--- src/rtl/key_word_gen.sv ---
// key_word_gen: AES key-expansion word datapath (AES-128/192/256).
// Drives the external index counter's enable, takes the index and phase
// flags back from it, computes w[i] and streams each word downstream over a
// valid/ready handshake. SubWord uses an external combinational 4-byte S-box.
//
// Ports:
//   clk_in, rst_in        clock, asynchronous active-high reset
//   start_in              latch key_in/conf_in and begin (only honoured in IDLE)
//   conf_in[1:0]          00 Nk4, 01 Nk6, 10/11 Nk8
//   key_in[255:0]         cipher key, word 0 in [255:224]
//   cnt_en_out            counter enable; one word is produced per enabled cycle
//   i_in, nw_imodk_in, mod256_4_in, fst_cpy_in, last_in   counter index and flags
//   sbox_addr_out/sbox_data_in   S-box request and combinational response
//   word_out, word_idx_out, word_valid_out, word_ready_in  word stream
//   busy_out, done_out    status; done_out pulses once after the final word
module key_word_gen #(
  parameter int WORD_W = 32,
  parameter int MAX_NK = 8
) (
  input  logic              clk_in,
  input  logic              rst_in,
  input  logic              start_in,
  input  logic [1:0]        conf_in,
  input  logic [255:0]      key_in,
  output logic              cnt_en_out,
  input  logic [5:0]        i_in,
  input  logic              nw_imodk_in,
  input  logic              mod256_4_in,
  input  logic              fst_cpy_in,
  input  logic              last_in,
  output logic [WORD_W-1:0] sbox_addr_out,
  input  logic [WORD_W-1:0] sbox_data_in,
  output logic [WORD_W-1:0] word_out,
  output logic [5:0]        word_idx_out,
  output logic              word_valid_out,
  input  logic              word_ready_in,
  output logic              busy_out,
  output logic              done_out
);

  typedef enum logic [1:0] {
    S_IDLE   = 2'd0,
    S_COPY   = 2'd1,
    S_EXPAND = 2'd2,
    S_DONE   = 2'd3
  } state_t;

  state_t            state_q, state_d;
  logic [1:0]        conf_q, conf_d;
  logic [255:0]      key_q, key_d;
  logic [7:0]        rcon_q, rcon_d;
  logic [WORD_W-1:0] hist_q [MAX_NK];
  logic [WORD_W-1:0] hist_d [MAX_NK];
  logic [WORD_W-1:0] word_q, word_d;
  logic [5:0]        idx_q, idx_d;
  logic              valid_q, valid_d;

  logic              step_s;
  logic              start_ok_s;
  logic [WORD_W-1:0] key_word_s;
  logic [WORD_W-1:0] prev_s;
  logic [WORD_W-1:0] old_s;
  logic [WORD_W-1:0] temp_s;
  logic [WORD_W-1:0] w_s;
  logic [WORD_W-1:0] sbox_addr_s;

  // GF(2^8) multiply by x, used to advance the round constant.
  function automatic logic [7:0] xtime(input logic [7:0] b);
    return {b[6:0], 1'b0} ^ (b[7] ? 8'h1b : 8'h00);
  endfunction

  // A word is produced whenever the output register is free or being drained.
  assign step_s     = ((state_q == S_COPY) || (state_q == S_EXPAND)) &&
                      (!valid_q || word_ready_in);
  assign start_ok_s = (state_q == S_IDLE) && start_in;

  // State register.
  always_ff @(posedge clk_in or posedge rst_in) begin
    if (rst_in) begin
      state_q <= S_IDLE;
    end else begin
      state_q <= state_d;
    end
  end

  // Next-state logic.
  always_comb begin
    state_d = state_q;
    case (state_q)
      S_IDLE:   state_d = start_in ? S_COPY : S_IDLE;
      S_COPY:   state_d = (step_s && fst_cpy_in) ? S_EXPAND : S_COPY;
      S_EXPAND: state_d = (step_s && last_in) ? S_DONE : S_EXPAND;
      S_DONE:   state_d = S_IDLE;
      default:  state_d = S_IDLE;
    endcase
  end

  // Status and counter-enable outputs decoded from the state.
  always_comb begin
    busy_out   = (state_q != S_IDLE);
    done_out   = (state_q == S_DONE);
    cnt_en_out = step_s;
  end

  // Word computation: key copy, or w[i-Nk] ^ temp during expansion.
  always_comb begin
    prev_s      = hist_q[0];
    key_word_s  = key_q[{3'd7 - i_in[2:0], 5'd0} +: WORD_W];
    sbox_addr_s = '0;
    temp_s      = '0;
    w_s         = '0;
    case (conf_q)
      2'b00:   old_s = hist_q[3];
      2'b01:   old_s = hist_q[5];
      default: old_s = hist_q[MAX_NK-1];
    endcase
    if (state_q == S_COPY) begin
      w_s = key_word_s;
    end else if (state_q == S_EXPAND) begin
      if (nw_imodk_in) begin
        // RotWord then SubWord, then the round constant into the top byte.
        sbox_addr_s = {prev_s[23:0], prev_s[31:24]};
        temp_s      = sbox_data_in ^ {rcon_q, 24'h000000};
      end else if (mod256_4_in) begin
        sbox_addr_s = prev_s;
        temp_s      = sbox_data_in;
      end else begin
        sbox_addr_s = prev_s;
        temp_s      = prev_s;
      end
      w_s = old_s ^ temp_s;
    end else begin
      w_s = '0;
    end
  end

  assign sbox_addr_out = sbox_addr_s;

  // Datapath next-state: load on start, shift history on each produced word.
  always_comb begin
    conf_d  = conf_q;
    key_d   = key_q;
    rcon_d  = rcon_q;
    hist_d  = hist_q;
    word_d  = word_q;
    idx_d   = idx_q;
    valid_d = valid_q;
    if (start_ok_s) begin
      conf_d = conf_in;
      key_d  = key_in;
      rcon_d = 8'h01;
      for (int k = 0; k < MAX_NK; k++) begin
        hist_d[k] = '0;
      end
    end else if (step_s) begin
      word_d    = w_s;
      idx_d     = i_in;
      valid_d   = 1'b1;
      hist_d[0] = w_s;
      for (int k = 1; k < MAX_NK; k++) begin
        hist_d[k] = hist_q[k-1];
      end
      if ((state_q == S_EXPAND) && nw_imodk_in) begin
        rcon_d = xtime(rcon_q);
      end else begin
        rcon_d = rcon_q;
      end
    end else if (valid_q && word_ready_in) begin
      valid_d = 1'b0;
    end else begin
      valid_d = valid_q;
    end
  end

  // Datapath registers.
  always_ff @(posedge clk_in or posedge rst_in) begin
    if (rst_in) begin
      conf_q  <= 2'b00;
      key_q   <= '0;
      rcon_q  <= 8'h01;
      for (int k = 0; k < MAX_NK; k++) begin
        hist_q[k] <= '0;
      end
      word_q  <= '0;
      idx_q   <= 6'd0;
      valid_q <= 1'b0;
    end else begin
      conf_q  <= conf_d;
      key_q   <= key_d;
      rcon_q  <= rcon_d;
      hist_q  <= hist_d;
      word_q  <= word_d;
      idx_q   <= idx_d;
      valid_q <= valid_d;
    end
  end

  assign word_out       = word_q;
  assign word_idx_out   = idx_q;
  assign word_valid_out = valid_q;

endmodule

--- config.mk ---
export PLATFORM = sky130hd
export DESIGN_NAME = key_word_gen
export DESIGN_NICKNAME = d
export VERILOG_FILES = /design/src/rtl/key_word_gen.sv
export SDC_FILE = /design/constraint.sdc
export NUM_CORES = 1
export LEC_CHECK = 0
export CAP_MARGIN = 20
export CORE_MARGIN = 5
export CORE_UTILIZATION = 35
export CTS_CLUSTER_SIZE = 20
export DETAILED_ROUTE_END_ITERATION = 10
export HOLD_SLACK_MARGIN = 0.08
export PLACE_DENSITY = 0.62
export SLEW_MARGIN = 20
export SYNTH_ARGS = -nofsm -noshare
export SYNTH_HDL_FRONTEND = slang
export SYNTH_SLANG_ARGS = --single-unit
--- constraint.sdc ---
create_clock -name clk_in -period 19.4 [get_ports clk_in]
set_input_delay 3.88 -clock clk_in [delete_from_list [all_inputs] [get_ports clk_in]]
set_output_delay 3.88 -clock clk_in [all_outputs]
set_load 0.05 [all_outputs]
## After elaboration in Yosys (flattened, before gate mapping)

Cells that the tools add are included.

| storage, ports and cells | value |
|---|---|
| input bits | 304 |
| logic and storage cells | 65 |
| flip-flop bits (word level) | 563 |

| cells by class | value |
|---|---|
| multiplexer cells | 22 |
| reduce and logical (&&, ||, !) cells | 18 |
| shift operators | 1 |
| equality and inequality tests | 4 |
| add/subtract/negate cells | 1 |
| bitwise gates (word level) | 4 |

Operator list:

| kind | number |
|---|---|
| 2-to-1 mux 256 bit | 2 |
| 2-to-1 mux 32 bit | 9 |
| indexed part select 256 x 9 -> 32 bit | 1 |
| one-hot mux 32 bit (2 select lines) | 1 |
| XOR 32 bit | 2 |
| 2-to-1 mux 8 bit | 3 |
| one-hot mux 2 bit (4 select lines) | 1 |
| nonzero test 2 bit | 4 |
| XOR 8 x 5 -> 8 bit | 1 |
| logical AND 1 bit | 6 |
| AND reduction 2 bit | 3 |
| 2-to-1 mux 5 bit | 1 |
| == test 2 x 1 -> 1 bit, second input constant | 2 |
| == test 2 bit, second input constant | 2 |
| logical NOT 2 bit | 2 |
| 2-to-1 mux 1 bit | 4 |
| subtractor 3 bit, first input constant | 1 |
| logical OR 1 bit | 2 |
| 2-to-1 mux 2 bit | 1 |
| logical NOT 1 bit | 1 |
| NOT 1 bit | 1 |

## Logic depth before layout (Yosys ltp)

Gate-level depths: netlist of run 1.

| logic depth | value |
|---|---|
| depth in word-level cells | 9 |
| gate-level depth with buffers | 9 |

## Worst setup path before layout of run 1

OpenSTA, ideal clock, no wires.

| timing | value |
|---|---|
| path kind | input port to output port |
| start point | input port nw_imodk_in |
| end point | output port sbox_addr_out[10] |
| stages on the path | 5 |
| setup slack | 10.171 ns |
| arrival time | 5.349 ns |
| cells stage by stage | buf_2 buf_2 buf_2 mux2i_1 nor2_1 |

| on the way | value |
|---|---|
| longest elaborated chain between the ends | 3 |

RTL lines:

| item | line | text |
|---|---|---|
| start: declaration | 27 | `input logic nw_imodk_in,` |
| 2-to-1 mux 32 bit | 120 | `if (nw_imodk_in) begin` |
| 2-to-1 mux 32 bit | 119 | `end else if (state_q == S_EXPAND) begin` |
| 2-to-1 mux 32 bit | 117 | `if (state_q == S_COPY) begin` |
| end: declaration | 31 | `output logic [WORD_W-1:0] sbox_addr_out,` |

Every way passes these cells.

## Worst setup path in the final report of run 1

| timing | value |
|---|---|
| start point | input port word_ready_in |
| end point | output port cnt_en_out |

| on the way | value |
|---|---|
| longest elaborated chain between the ends | 2 |

RTL lines:

| item | line | text |
|---|---|---|
| start: declaration | 36 | `input logic word_ready_in,` |
| logical OR 1 bit | 74 | `(!valid_q \|\| word_ready_in);` |
| logical AND 1 bit | 73 | `assign step_s = ((state_q == S_COPY) \|\| (state_q == S_EXPAND)) &&` |
| end: declaration | 25 | `output logic cnt_en_out,` |

Every way passes these cells.

==> qor.yml, run 1 <==
synth:
  synth_nets: 3015
  synth.cells.most_frequent: "nand2_1 (1269), dfrtp_1 (562), a21oi_1 (235)"
  synth.most_common_cell: "nand2_1"
  synth_area_leaders: "dfrtp_1 (55%), nand2_1 (19%), mux4_2 (5.3%)"
  avgSynthCellArea_um2: 9.38
  async_reset_ff_share_pct: 100
  yosys.area.top_type_share_pct: 55.4
  synth_edf_count: 0
  synth_area_um2: 25400
  seq_area_frac_synth_pct: 55.5
  ys.flop_type: "dfrtp_1"
  ys_types: 32
  ys_ff_latch: 563
  synth_top_cell_by_area: "dfrtp_1"
  netlist_instances: 2706
  yosys_warnings: 0
setup_path:
  setup.worst_path.end: "cnt_en_out"
  start_kind: "input port"
  r2r-end: "word_idx_out[4]$_DFFE_PP0P_"
  critPathMaxStageDelay_ns: 0.90
  reg2reg_from: "state_q[0]$_DFF_PP0_"
  slowest_stage: "clkdlybuf4s50_1"
  r2r_setup_slack_ns: 15.87
  crit_fanout: 62
  cp.arrival_ns: 5.79
  crit_type: "in -> out"
  path_cells: "clkdlybuf4s50_1, o21ai_4, inv_6, clkdlybuf4s50_1"
  startpoint: "word_ready_in"
  endpoint_kind: "output pin"
  reg2reg_depth: 8
  cp_top_family: "buffers and inverters"
  critPathBufInv: 3
  crit_top_cell: "clkdlybuf4s50_1"
  crit_cells: 4
  required_ns: 15.52
sta:
  hold_violations: 0
  finClkSkew_ns: 0.0239
  fin_crit_sh_pct: 49.9
  fin_tns_setup_ns: 0
  slew_viol_final: 0
  slew_headroom_pct: 13.2
  min_period_ns: 9.67
  fmax_mhz: 103
  setup_viol: 0
  worst_slew_pin_slew_ns: 1.30
  rsz0062_at_grt: "no"
hold_path:
  min_path_type: "reg -> reg"
clocking:
  cts.sinks: 563
  cts_hold_buffers: 0
  clock_latency_ns: 0.62
  cts_setup_buffers: 0
  ctsHtreeMaxLevel: 2
  path_clk_slew_ns: 0.06
  numCtsBuffers: 59
  cts.repair.resized: 0
  cts_tree: "built"
  cts-root-buf: "clkbuf_16"
  cts_max_path_buffers: 3
status:
  status: "finished, final reports clean"
route:
  drt_iter0_drc: 1837
  routedWlPerCell_um: 18.9
  first_pass_iters: 5
  ant_nets: 0
  vias_per_cell: 4.89
  totalWireLength_um: 75400
  vias: 19486
  drc: 0
pwr:
  finalPower_mw: 4.59
  p_leak_nw: 14.9
  power_density_nw_per_um2: 144
  vdd_drop_max_v: 0.000172
layout:
  fin_nets: 3288
  drive_above_1_share_pct: 7.30
  final_cells: 3985
  area.growth.synth_to_final_pct: 25.4
  fin_util_pct: 44.3
global_route:
  overflow: 0
  grt_pass1_vias: 19345
  antenna_found_initial: 12
  grt_pass1_wl_um: 116000
  grt_usage_pct: 18.9
  grt_max_degree: 225
place:
  port_buffers: 377
  place_inst: 3868
  place.gp.congestion: 0.802
  post-dp-hpwl_um: 51000
die:
  die_w_um: 279
  fp-row-count: 98
  coreArea_um2: 71700
  die_area_um2: 78000
  fp.dieH_um: 279
  initial_core_util_pct: 35.4
  io_pins: 378
job:
  drv_cap: 0
cell type report:
type / count / area (µm²)
antenna: 8 / 20.0
clock buffer: 89 / 1780
clock inverter: 20 / 248
fill: 6943 / 39900
inverter: 7 / 35.0
multi-input combinational: 1946 / 10500
sequential: 563 / 14100
tap: 950 / 1190
timing repair buffer: 402 / 4000
metrics by stage:
stage / hold slack, ns / setup slack, ns / area [µm²]
5_1_grt: 0.480 / 9.66 / 31800
2_1_floorplan: 0.437 / 7.86 / 25400
3_5_place_dp: 0.454 / 9.74 / 29800
6_report: 0.466 / 9.73 / 31800
4_1_cts: 0.469 / 9.73 / 31800
3_3_place_gp: 0.452 / 9.74 / 29800
placed cells by master (no fill, tap or decap), types with 42 or more instances in the layout:
cell / netlist / layout
nor2_1: 43 / 42
mux4_2: 60 / 60
clkdlybuf4s50_1: 0 / 373
a21o_1: 48 / 48
clkbuf_16: 0 / 60
nand2_1: 1269 / 1267
dfrtp_1: 562 / 560
o21ai_0: 44 / 44
a21oi_1: 235 / 235
mux2i_1: 133 / 133
state kept, by name (all words and copies together) (netlist names), named ones only:
signal and count:
word_out 32, rcon_q 8, conf_q 2, prev_s 32, word_valid_out 1, state_q 1
hist_q 224, word_idx_out 6, key_q 256
layer usage:
metal	wire (µm)	vias up	share of wire, %	GRT usage (%)
met4	1090	6	1.4	3.23
met5	46	-	0.061	0
met2	34100	470	45	28.8
met1	34900	9586	46	27.7
li1	-	9356	-	-
met3	5320	68	7.1	4.94
how the worst min path moves through the flow:
stage                                       from                     end  slack [ns]  cells after the start
after floorplan           key_q[156]$_DFFE_PP0P_  key_q[156]$_DFFE_PP0P_        0.44                      2
after global placement     key_q[36]$_DFFE_PP0P_   key_q[36]$_DFFE_PP0P_        0.45                      2
after detailed placement  key_q[191]$_DFFE_PP0P_  key_q[191]$_DFFE_PP0P_        0.45                      2
after CTS                 key_q[191]$_DFFE_PP0P_  key_q[191]$_DFFE_PP0P_        0.47                      2
after global routing      key_q[112]$_DFFE_PP0P_  key_q[112]$_DFFE_PP0P_        0.48                      2
final                     key_q[111]$_DFFE_PP0P_  key_q[111]$_DFFE_PP0P_        0.47                      2
worst register-to-register path, delay by kind of cell, from the launching register on:
family,cells,cell delay [ns]
compound gates,1,0.11
fa+ha+maj,1,0.37
buf+inv,4,1.63
flops,1,0.41
mux,1,0.32
simple gates,1,0.57
report_power, final:
part	internal (mW)	switching (mW)	leakage, nW
clock network	0.698	0.481	1.01
logic	0.533	1.05	6.52
registers	1.55	0.278	7.38
total	2.78	1.81	14.9
logic make-up (layout without fill, tap and decap cells):
logic type               Yosys count  in the layout  synth area share, %
buffers and inverters            197            518                 3.39
flip-flops                       563            563                 55.5
AND/OR/NAND/NOR                 1318           1318                 19.6
AO/OA/AOI/OAI                    369            369                 8.16
adder cells (fa/ha/maj)            5              5                0.247
other                              0              8                    0
XOR/XNOR                          43             43                 1.48
multiplexers                     211            211                 11.6
No activity file was read; power rests on OpenSTA's default activity.
==> run 2, diff against run 1 <==
--- a/config.mk
+++ b/config.mk
@@ -11,7 +11,7 @@
 export CTS_CLUSTER_SIZE = 20
 export DETAILED_ROUTE_END_ITERATION = 10
 export HOLD_SLACK_MARGIN = 0.08
-export PLACE_DENSITY = 0.62
+export PLACE_DENSITY = 0.6
 export SLEW_MARGIN = 20
 export SYNTH_ARGS = -nofsm -noshare
 export SYNTH_HDL_FRONTEND = slang
==> constraint.sdc (replaced) <==
create_clock -name clk_in -period 9.96 [get_ports clk_in]
set_input_delay 1.992 -clock clk_in [delete_from_list [all_inputs] [get_ports clk_in]]
set_output_delay 1.992 -clock clk_in [all_outputs]
set_load 0.05 [all_outputs]
==> run 2 against run 1 <==
- power grew 98%
- combinational power grew 94%
- clock-buffer cell count shrank 2
- utilization grew 0.19 points
- final cell count grew 0.10%
- critical path depth is the same
- non-clock buffer count is the same
- largest power group unchanged
- highest routed layer unchanged
==> qor.yml, run 2 (synthesized netlist as in run 1, its figures left out) <==
status:
  status: "finished, final reports clean"
die:
  initial_core_util_pct: 35.4
  fp.dieH_um: 279
  coreArea_um2: 71700
  die_area_um2: 78000
  die_w_um: 279
  io_pins: 378
  fp-row-count: 98
global_route:
  grt_pass1_vias: 19589
  grt_pass1_wl_um: 118000
  antenna_found_initial: 8
  grt_max_degree: 234
  overflow: 0
  grt_usage_pct: 19.2
pwr:
  p_sw_share_pct: 39.3
  power_density_nw_per_um2: 284
  internal_power_mw: 5.51
  p_sw_mw: 3.56
  p_comb_share_pct: 33.8
  p_leak_nw: 15.0
  pwr-share-clk_pct: 26.7
  vdd_drop_max_v: 0.000165
  p_seq_share_pct: 39.5
setup_path:
  reg2reg_depth: 8
  crit_type: "in -> out"
  required_ns: 7.97
  start_kind: "input port"
  critPathMaxStageDelay_ns: 0.82
  crit_fanout: 83
  cp.arrival_ns: 4.41
  endpoint_kind: "output pin"
  slowest_stage: "clkdlybuf4s50_1"
  crit_top_cell: "clkdlybuf4s50_1"
  path_cells: "clkdlybuf4s50_1, o21ai_4, inv_6, clkdlybuf4s50_1"
place:
  dp_slack_ns: 3.59
  place.gp.congestion: 0.783
  post-dp-hpwl_um: 51400
  place_inst: 3868
  port_buffers: 377
layout:
  final_cells: 3989
  regArea_um2: 14100
  multi_input_comb_area_um2: 10400
  final_cell_mix: "nand2_1 (1267), dfrtp_1 (560), clkdlybuf4s50_1 (373)"
  largest_reg_flops: 256
  top_regs: "key_q: 256 flops, hist_q: 224 flops"
  drive_above_1_share_pct: 7.62
  num-fill-cells: 6970
  fin_nets: 3289
  area.growth.synth_to_final_pct: 25.9
  largest_register: "key_q"
  layout_commonest_cell: "nand2_1"
sta:
  slew_headroom_pct: 10.1
  rsz0062_at_grt: "no"
  hold_violations: 0
  setup_viol: 0
  worst_slew_pin_slew_ns: 1.35
  finClkSkew_ns: 0.0283
  fin_tns_setup_ns: 0
  min_period_ns: 6.40
  slew_viol_final: 0
  fin_ws_ns: 3.56
  fin_crit_sh_pct: 64.2
  fmax_mhz: 156
clocking:
  cts-root-buf: "clkbuf_16"
  path_clk_slew_ns: 0.06
  numCtsBuffers: 60
  cts.repair.resized: 0
  cts.sinks: 563
  cts_hold_buffers: 0
  cts_tree: "built"
  cts_max_path_buffers: 3
  clock_latency_ns: 0.63
  cts_setup_buffers: 0
  ctsHtreeMaxLevel: 2
hold_path:
  min_path_type: "reg -> reg"
  hold_depth: 2
route:
  drt_iter0_drc: 1534
  vias: 19494
  drc: 0
  routedWlPerCell_um: 19.2
  totalWireLength_um: 76400
  ant_nets: 0
  vias_per_cell: 4.89
  first_pass_iters: 6
job:
  drv_cap: 0
## run 2: cell count changes in the layout (fill, tap and decap cells not counted), sizes merged
cell	before	now
bufinv	5	7
clkbuf	89	87
clkinv	14	11
clkinvlp	1	4
diode	8	7
inv	7	12
## run 2: layer usage
| layer | global-route usage (%) | wire (µm) |
|---|---|---|
| met4 | 4.07 | 1390 |
| met5 | 0 | 12 |
| met3 | 4.20 | 4750 |
| met2 | 29.4 | 34500 |
| met1 | 28.3 | 35700 |
## run 2: layout make-up
class | instances | area share [%]
clock buffer | 87 | 5.71
timing repair buffer | 402 | 12.5
tap | 950 | 3.72
antenna | 7 | 0.0548
inverter | 7 | 0.110
sequential | 563 | 44.1
clock inverter | 27 | 1.07
multi-input combinational | 1946 | 32.7
## run 2: per-stage QoR
stage / power (mW) / hold WS, ns / util, % / instance area (µm²)
6_report: 9.07 / 0.468 / 44.5 / 31900
3_5_place_dp: 6.72 / 0.457 / 41.5 / 29800
5_1_grt: 9.65 / 0.478 / 44.5 / 31900
4_1_cts: 9.17 / 0.472 / 44.5 / 31900
2_1_floorplan: 5.61 / 0.437 / - / 25400
3_3_place_gp: 6.67 / 0.453 / 41.5 / 29800
## run 2: worst max-delay path, delay by kind of cell
family | cells | cell delay, ns
buffers and inverters | 3 | 1.72
AOI/OAI and AO/OA | 1 | 0.64
## run 2: power groups by stage
stage	combinational (mW)	sequential, mW	clock, mW
final	3.07	3.58	2.42
after global routing	3.40	3.68	2.57
after CTS	3.10	3.59	2.48
after detailed placement	3.09	3.62	0
after global placement	3.07	3.60	0
after floorplan	2.00	3.61	0
## run 2: worst paths after layout
kind	startpoint	end	slack, ns
min	key_q[156]$_DFFE_PP0P_	key_q[156]$_DFFE_PP0P_	0.47
min reg2reg	key_q[156]$_DFFE_PP0P_	key_q[156]$_DFFE_PP0P_	0.47
max	word_ready_in	cnt_en_out	3.56
min in group asynchronous	rst_in	word_idx_out[3]$_DFFE_PP0P_	1.98
max in group asynchronous	rst_in	conf_q[1]$_DFFE_PP0P_	6.24
max reg2reg	state_q[0]$_DFF_PP0_	hist_q[110]$_DFFE_PP0P_	6.22
